File: config.mk
export PLATFORM = sky130hd
export DESIGN_NAME = serial_word_tx
export DESIGN_NICKNAME = d
export VERILOG_FILES = /design/src/rtl/ej2_pkg.sv /design/src/rtl/serial_word_tx.sv
export SDC_FILE = /design/constraint.sdc
export NUM_CORES = 1
export LEC_CHECK = 0
export CAP_MARGIN = 5
export CORE_MARGIN = 5
export CORE_UTILIZATION = 46
export CTS_CLUSTER_DIAMETER = 200
export DETAILED_ROUTE_END_ITERATION = 12
export MAX_ROUTING_LAYER = met4
export PLACE_DENSITY = 0.75
export SLEW_MARGIN = 20
export SYNTH_ARGS = -nofsm -noshare
export SYNTH_HDL_FRONTEND = slang
export SYNTH_SLANG_ARGS = --single-unit
File: constraint.sdc
create_clock -name clk -period 1.9 [get_ports clk]
set_input_delay 0.19 -clock clk [delete_from_list [all_inputs] [get_ports clk]]
set_output_delay 0.19 -clock clk [all_outputs]
set_load 0.005 [all_outputs]
File: src/rtl/ej2_pkg.sv
// Shared definitions for the serializer and the downstream sequence detector.
package ej2_pkg;

    typedef enum logic {
        IDLE  = 1'b0,
        SHIFT = 1'b1
    } state_t;

    localparam int DEFAULT_WIDTH = 8;

endpackage

File: src/rtl/serial_word_tx.sv
// MSB-first parallel-to-serial transmitter with a load handshake and end-of-word pulse.
// Build option SERIAL_WORD_TX_LOOP_EN: endlessly repeat the last accepted word.
//
// state | meaning
// IDLE  | no word in flight, w = 0, ready for a new word
// SHIFT | a word is on w, one bit per cycle; ready again only on its last bit
module serial_word_tx
    import ej2_pkg::*;
#(
    parameter int WIDTH = DEFAULT_WIDTH
) (
    input  logic             clk,
    input  logic             rst_n,
    input  logic [WIDTH-1:0] data_in,
    input  logic             load_valid,
    output logic             load_ready,
    output logic             w,
    output logic             w_valid,
    output logic             done
);

    localparam int CW = $clog2(WIDTH);
    localparam logic [CW-1:0] CNT_LAST = CW'(WIDTH - 1);

    state_t           state_q, state_d;
    logic [WIDTH-1:0] sreg_q, sreg_d;
    logic [CW-1:0]    cnt_q, cnt_d;
    logic             accept;
    logic             last_bit;

`ifdef SERIAL_WORD_TX_LOOP_EN
    // Copy of the accepted word, replayed whenever no new word arrives in time.
    logic [WIDTH-1:0] word_q, word_d;
`endif

    always_ff @(posedge clk or negedge rst_n) begin
        if (!rst_n) begin
            state_q <= IDLE;
            sreg_q  <= '0;
            cnt_q   <= '0;
`ifdef SERIAL_WORD_TX_LOOP_EN
            word_q  <= '0;
`endif
        end else begin
            state_q <= state_d;
            sreg_q  <= sreg_d;
            cnt_q   <= cnt_d;
`ifdef SERIAL_WORD_TX_LOOP_EN
            word_q  <= word_d;
`endif
        end
    end

    always_comb begin
        last_bit   = (state_q == SHIFT) && (cnt_q == '0);
        load_ready = (state_q == IDLE) || last_bit;
        accept     = load_valid && load_ready;
        w          = (state_q == SHIFT) ? sreg_q[WIDTH-1] : 1'b0;
        w_valid    = (state_q == SHIFT);
        done       = last_bit;

        state_d = state_q;
        sreg_d  = sreg_q;
        cnt_d   = cnt_q;
`ifdef SERIAL_WORD_TX_LOOP_EN
        word_d  = word_q;
`endif

        if (accept) begin
            state_d = SHIFT;
            sreg_d  = data_in;
            cnt_d   = CNT_LAST;
`ifdef SERIAL_WORD_TX_LOOP_EN
            word_d  = data_in;
`endif
        end else if (state_q == SHIFT) begin
            if (cnt_q != '0) begin
                sreg_d = {sreg_q[WIDTH-2:0], 1'b0};
                cnt_d  = cnt_q - CW'(1);
            end else begin
`ifdef SERIAL_WORD_TX_LOOP_EN
                sreg_d  = word_q;
                cnt_d   = CNT_LAST;
`else
                state_d = IDLE;
                sreg_d  = '0;
`endif
            end
        end
    end

endmodule
==> results_dict.tcl, run 1 <==
set metrics [dict create \
    htree_num_levels 1 \
    synth.yosys.seq_area_share_pct 48.29 \
    drt-total-wl_um 1245 \
    ant_nets 0 \
    floorplan.io_pins 15 \
    timing_worst_setup_path_type "register to primary output" \
    post-synth-top-area-cell "dfrtp_1" \
    remaining_drc_errors 0 \
    antenna_found_initial 0 \
    pre_cts_slack_ps 241.1 \
    synth-edff-count 0 \
    tot_gr_track_use_pct 14.16 \
    area_growth_pct 35.41 \
    setup_repair_after_global_routing_missed_its_margin "yes" \
    die_height_um 46.77 \
    finalNetCount 90 \
    clk_transition_reported_paths_ps 80 \
    final.hold.worst_slack_ps 259.0 \
    yosys_reg_bits 12 \
    cts_num_sinks 12 \
    first_pass_grt_wire_length_um 2001 \
    number_of_port_buffers 14 \
    yosysTopAreaCellShare_pct 48.29 \
    max-slew-margin-rel_pct 64.57 \
    period_needed_ps 1841 \
    synthMostInstantiatedCell "dfrtp_1" \
    timing.hold.worst.class "input port to async pin" \
    hold_viol 0 \
    asyncSetResetFlopFracSynth_pct 100.0 \
    timing.critical_path.to_type "primary output" \
    cp-start-kind "register" \
    final-max-slew-violation-count 0 \
    die_w_um 46.77 \
    grt.overflow.total 0 \
    final_critical_path_setup_slack_ps 58.63 \
    clock_latency_ps 270 \
    synthesis.nets 69 \
    gpl.final_weighted_congestion 0.7051 \
    cp.required_ps 1710 \
    floorplan.initialDensity_pct 48.39 \
    antennaDiodeCount 0 \
    setup_viol 0 \
    synth_area_per_cell_um2 11.10 \
    drtPass1Iterations 4 \
    nFillCells 110 \
    numCtsBuffers 3 \
    worst_setup_path_startpoint "cnt_q[0]$_DFFE_PN0P_" \
    reg_to_reg_startpoint "cnt_q[0]$_DFFE_PN0P_" \
    tritoncts "done" \
    wl_per_cell_um 13.68 \
    vias_in_the_first_global_route 456 \
    via_density_per_instance 5.253 \
    timing.final.crit_share_pct 96.91 \
    dp_hpwl_um 899.9 \
    power.density_nw_per_um2 1479 \
    post_route_cells_drive_above_1_share_pct 34.21 \
    syn_inst 56 \
    ys_top_cells_by_area "dfrtp_1, nand3_2, a22oi_1, nand2_1, ha_1" \
    number_of_buffers_on_the_longest_clock_path 2 \
    max-cap-violations 0 \
    synth_warnings 0 \
    placement.cell_area_um2 773.2 \
    yosysUniqueCellTypes 18 \
    floorplan.core_area_um2 1285 \
    outcome "finished clean" \
    synth_common_cells "dfrtp_1, nand2_1, a22oi_1, nand3_2, inv_1" \
    ys.flop_type "dfrtp_1" \
    crit_fanout 2 \
    ctsRootBufferMaster "clkbuf_4" \
    core.rowCount 13 \
    post-route-cell-area_um2 842.1 \
    maximum_clock_frequency_mhz 543.1 \
    clock_skew_ps 8.143 \
    cp_data_arrival_time_ps 1650 \
    num_vias 478 \
    post_cts_hold_buffer_count 0 \
    fp.dieArea_um2 2187 \
    grt_start_max_net_pins 14 \
    post_synth_instance_area_um2 621.8 \
    power.leakage_nw 0.3983 \
    initialDrtViolationCount 13 \
    worst_ir_drop_vdd_uv 861.7 \
    worst_slew_pin_slew_ps 529.7 \
]
## where the power goes
| part | total (mW) | internal (mW) | leakage [nW] | switching (mW) |
|---|---|---|---|---|
| Clock | 0.203 | 0.116 | 0.0210 | 0.0863 |
| Sequential | 0.417 | 0.360 | 0.151 | 0.0573 |
| Combinational | 0.625 | 0.325 | 0.227 | 0.300 |
| Total | 1.25 | 0.802 | 0.398 | 0.444 |
## cell type report
cell class | instances | area [um2] | area share, %
Clock buffer | 4 | 36.28 | 4.309
Inverter | 5 | 18.77 | 2.229
Multi-Input combinational cell | 36 | 287.8 | 34.18
Sequential cell | 12 | 300.3 | 35.66
Tap cell | 15 | 18.77 | 2.229
Timing Repair Buffer | 19 | 180.2 | 21.40
## stage by stage
step | power (mW) | TNS (ps) | utilization [%] | cells
global placement | 0.9698 | 0 | 60.18 | 85
floorplan | 0.8259 | 0 | - | 56
finish | 1.245 | 0 | 65.53 | 91
detailed placement | 0.9887 | 0 | 60.18 | 85
global route | 1.342 | -11.65 | 65.53 | 91
CTS | 1.205 | 0 | 63.58 | 90
## final timing paths
| path | endpoint | slack (ps) | depth (start not counted) |
|---|---|---|---|
| max | done | 60 | 5 |
| min | sreg_q[7]$_DFFE_PN0P_ | 260 | 1 |
| max reg2reg | w_valid$_DFF_PN0_ | 490 | 7 |
| min reg2reg | sreg_q[3]$_DFFE_PN0P_ | 500 | 2 |
| max in group asynchronous | sreg_q[6]$_DFFE_PN0P_ | 1280 | 1 |
| min in group clk | sreg_q[4]$_DFFE_PN0P_ | 470 | 3 |
## worst max-delay path, stage by stage, from the launching register on
cell and delay (ps):
dfrtp_1 390, inv_1 60, ha_2 180, ha_4 140, and2_2 130, clkdlybuf4s50_1 490
## state kept, by name (all words and copies together) (netlist names)
register,count
cnt_q,3
sreg_q,8
w_valid,1
## kinds of logic (layout without fill, tap and decap cells)
kind of cell	count (synthesis)	in the layout	synth area share (%)
adders and majority gates	2	2	4.024
buffers and inverters	8	28	7.846
DFF	12	12	48.29
AOI/OAI and AO/OA	13	13	15.70
and+or+nand+nor	21	21	24.14
## layout by cell type, fill, tap and decap left out
cell type         n
clkbuf_8          1
inv_1             4
nor3_2            1
o32ai_1           1
nor2b_4           1
nor2_1            1
ha_2              1
buf_4             5
inv_2             1
clkdlybuf4s50_1  13
dfrtp_1          12
o21ai_0           2
dlymetal6s2s_1    1
clkbuf_4          3
a22oi_1           7
or2b_1            1
ha_4              1
nand3_2           7
and2_2            2
nand2_1           8
a21oi_2           1
o21ai_2           2
## metal layers
| layer | GRT usage (%) | vias up | routed length [um] |
|---|---|---|---|
| li1 | - | 236 | - |
| met1 | 16.27 | 225 | 551 |
| met2 | 22.22 | 15 | 604 |
| met3 | 5.747 | 2 | 66 |
| met4 | 4.972 | 0 | 23 |
| met5 | - | - | 0 |
## what timing repair did
| action | 4_1_cts | 5_1_grt |
|---|---|---|
| buffers inserted | 1 | 1 |
| cloned | 0 | 0 |
| resized for setup | 0 | 4 |
| setup endpoints to repair | 2 | 2 |
| pin swaps | 0 | 0 |
Power figures use the tool's default switching activity.
==> run 2: changes to the inputs <==
--- a/config.mk
+++ b/config.mk
@@ -12,6 +12,7 @@
 export DETAILED_ROUTE_END_ITERATION = 12
 export MAX_ROUTING_LAYER = met4
 export PLACE_DENSITY = 0.75
+export RECOVER_POWER = 25
 export SLEW_MARGIN = 20
 export SYNTH_ARGS = -nofsm -noshare
 export SYNTH_HDL_FRONTEND = slang
==> run 2 against run 1 <==
Effect of this change: fmax did not move; sequential cell count is the same; worst hold slack gained 70 ps; first-iteration DRC count stayed put; utilization unchanged; cell count did not move; power barely moved; sequential power about the same; non-clock buffer count unchanged; clock power hardly changed; critical path type unchanged.
==> results_dict.tcl, run 2 (synthesized netlist as in run 1, its figures left out) <==
set metrics [dict create \
    ctsRootBufferMaster "clkbuf_4" \
    setup_repair_after_global_routing_missed_its_margin "yes" \
    die_w_um 46.77 \
    drtPass1Iterations 4 \
    power.leakage_nw 0.3986 \
    total_area_of_sequential_cells_um2 300.3 \
    tritoncts "done" \
    number_of_port_buffers 14 \
    post_layout_nonfiller_instances 91 \
    timing.critical_path.buf_inv 2 \
    pre_cts_slack_ps 241.1 \
    num_vias 478 \
    worst_path_dominant_cell_family "buffers and inverters" \
    post-place-cells 85 \
    maximum_clock_frequency_mhz 543.1 \
    final_critical_path_setup_slack_ps 58.63 \
    crit_fanout 2 \
    final_core_util_pct 65.53 \
    power.density_nw_per_um2 1478 \
    worst_ir_drop_vdd_uv 861.6 \
    cp_data_arrival_time_ps 1650 \
    htree_num_levels 1 \
    final.hold.worst_slack_ps 329.0 \
    antenna_found_initial 0 \
    post-route-cell-area_um2 842.1 \
    first_pass_grt_wire_length_um 2001 \
    clock_latency_ps 270 \
    grt.overflow.total 0 \
    post_route_cells_drive_above_1_share_pct 34.21 \
    finalNetCount 90 \
    period_needed_ps 1841 \
    die_height_um 46.77 \
    area_growth_pct 35.41 \
    antennaDiodeCount 0 \
    grt_start_max_net_pins 14 \
    gpl.final_weighted_congestion 0.7051 \
    total_power_mw 1.245 \
    drt-total-wl_um 1245 \
    vias_in_the_first_global_route 456 \
    worst_slew_pin_slew_ps 534.6 \
    core.rowCount 13 \
    max-slew-margin-rel_pct 64.24 \
    numCtsBuffers 3 \
    layout.cells.most_common_list "dfrtp_1, clkdlybuf4s50_1, nand2_1" \
    timing.critical_path.to_type "primary output" \
    crit_path_cell_chain "inv_1 > ha_2 > ha_4 > and2_2 > clkdlybuf4s50_1" \
    wl_per_cell_um 13.68 \
    hold_viol 0 \
    dp_hpwl_um 899.9 \
    post_cts_hold_buffer_count 0 \
    via_density_per_instance 5.253 \
    critical-path-slowest-cell "clkdlybuf4s50_1" \
    final.setup.tns_ps 0 \
    timing.hold.worst.class "input port to async pin" \
    worst-r2r-setup-slack_ps 490 \
    cp.required_ps 1710 \
    outcome "finished clean" \
    clock_skew_ps 8.143 \
    clk_transition_reported_paths_ps 80 \
    setup_viol 0 \
    floorplan.io_pins 15 \
    floorplan.initialDensity_pct 48.39 \
    multi_input_area_um2 287.8 \
    fp.dieArea_um2 2187 \
    number_of_flip_flops_under_the_largest_register_name 8 \
    timing.final.crit_share_pct 96.91 \
    initialDrtViolationCount 13 \
    final-max-slew-violation-count 0 \
    max-cap-violations 0 \
    tot_gr_track_use_pct 14.16 \
    regMostFlops "sreg_q" \
    timing_worst_setup_path_type "register to primary output" \
    cp-start-kind "register" \
    timing.critical_path.slowest_cell_delay_ps 490 \
    placement.cell_area_um2 773.2 \
    ant_nets 0 \
    remaining_drc_errors 0 \
    number_of_buffers_on_the_longest_clock_path 2 \
    nFillCells 110 \
    floorplan.core_area_um2 1285 \
    cts_num_sinks 12 \
]
## run 2: cell types whose count changed in the layout (fill, tap and decap cells not counted)
cell	previous run	this run
clkdlybuf4s50_1	13	12
dlygate4sd3_1	0	1
## run 2: cell type report
type | count | share of cell area (%)
Timing Repair Buffer | 19 | 21.40
Multi-Input combinational cell | 36 | 34.18
Sequential cell | 12 | 35.66
Tap cell | 15 | 2.229
Clock buffer | 4 | 4.309
Inverter | 5 | 2.229
## run 2: report_power, final
part | switching, mW | internal [mW] | total [mW]
combinational | 0.300 | 0.325 | 0.625
sequential | 0.0573 | 0.360 | 0.417
clock | 0.0863 | 0.116 | 0.203
total | 0.444 | 0.801 | 1.24
## run 2: per-layer routing
| metal | vias to the layer above | GRT usage (%) | share of wire (%) |
|---|---|---|---|
| li1 | 236 | - | - |
| met1 | 225 | 16.27 | 44 |
| met2 | 15 | 22.22 | 49 |
| met3 | 2 | 5.747 | 5.3 |
| met4 | 0 | 4.972 | 1.8 |
| met5 | - | - | 0 |
## run 2: path summary, 6_finish.rpt
| check | from | depth (start not counted) | end |
|---|---|---|---|
| worst max-delay path | cnt_q[0]$_DFFE_PN0P_ | 5 | done |
| worst min register to register | sreg_q[3]$_DFFE_PN0P_ | 2 | sreg_q[3]$_DFFE_PN0P_ |
| max in group asynchronous | rst_n | 1 | sreg_q[6]$_DFFE_PN0P_ |
| worst max register to register | cnt_q[0]$_DFFE_PN0P_ | 7 | w_valid$_DFF_PN0_ |
| min in group clk | data_in[4] | 3 | sreg_q[4]$_DFFE_PN0P_ |
| worst min-delay path | rst_n | 1 | sreg_q[7]$_DFFE_PN0P_ |
## run 2: worst register-to-register path, cell delays in order (launching register included)
cell     delay (ps)
dfrtp_1         390
inv_1            60
ha_2            180
ha_4            140
nor2b_4          40
inv_2            40
buf_4           200
or2b_1          260
## run 2: what timing repair did
| action | in CTS | in global routing |
|---|---|---|
| gates resized for setup | 0 | 4 |
| gates cloned | 0 | 0 |
| setup buffers | 1 | 1 |
| setup endpoints to repair | 2 | 2 |
| pin swaps | 0 | 0 |
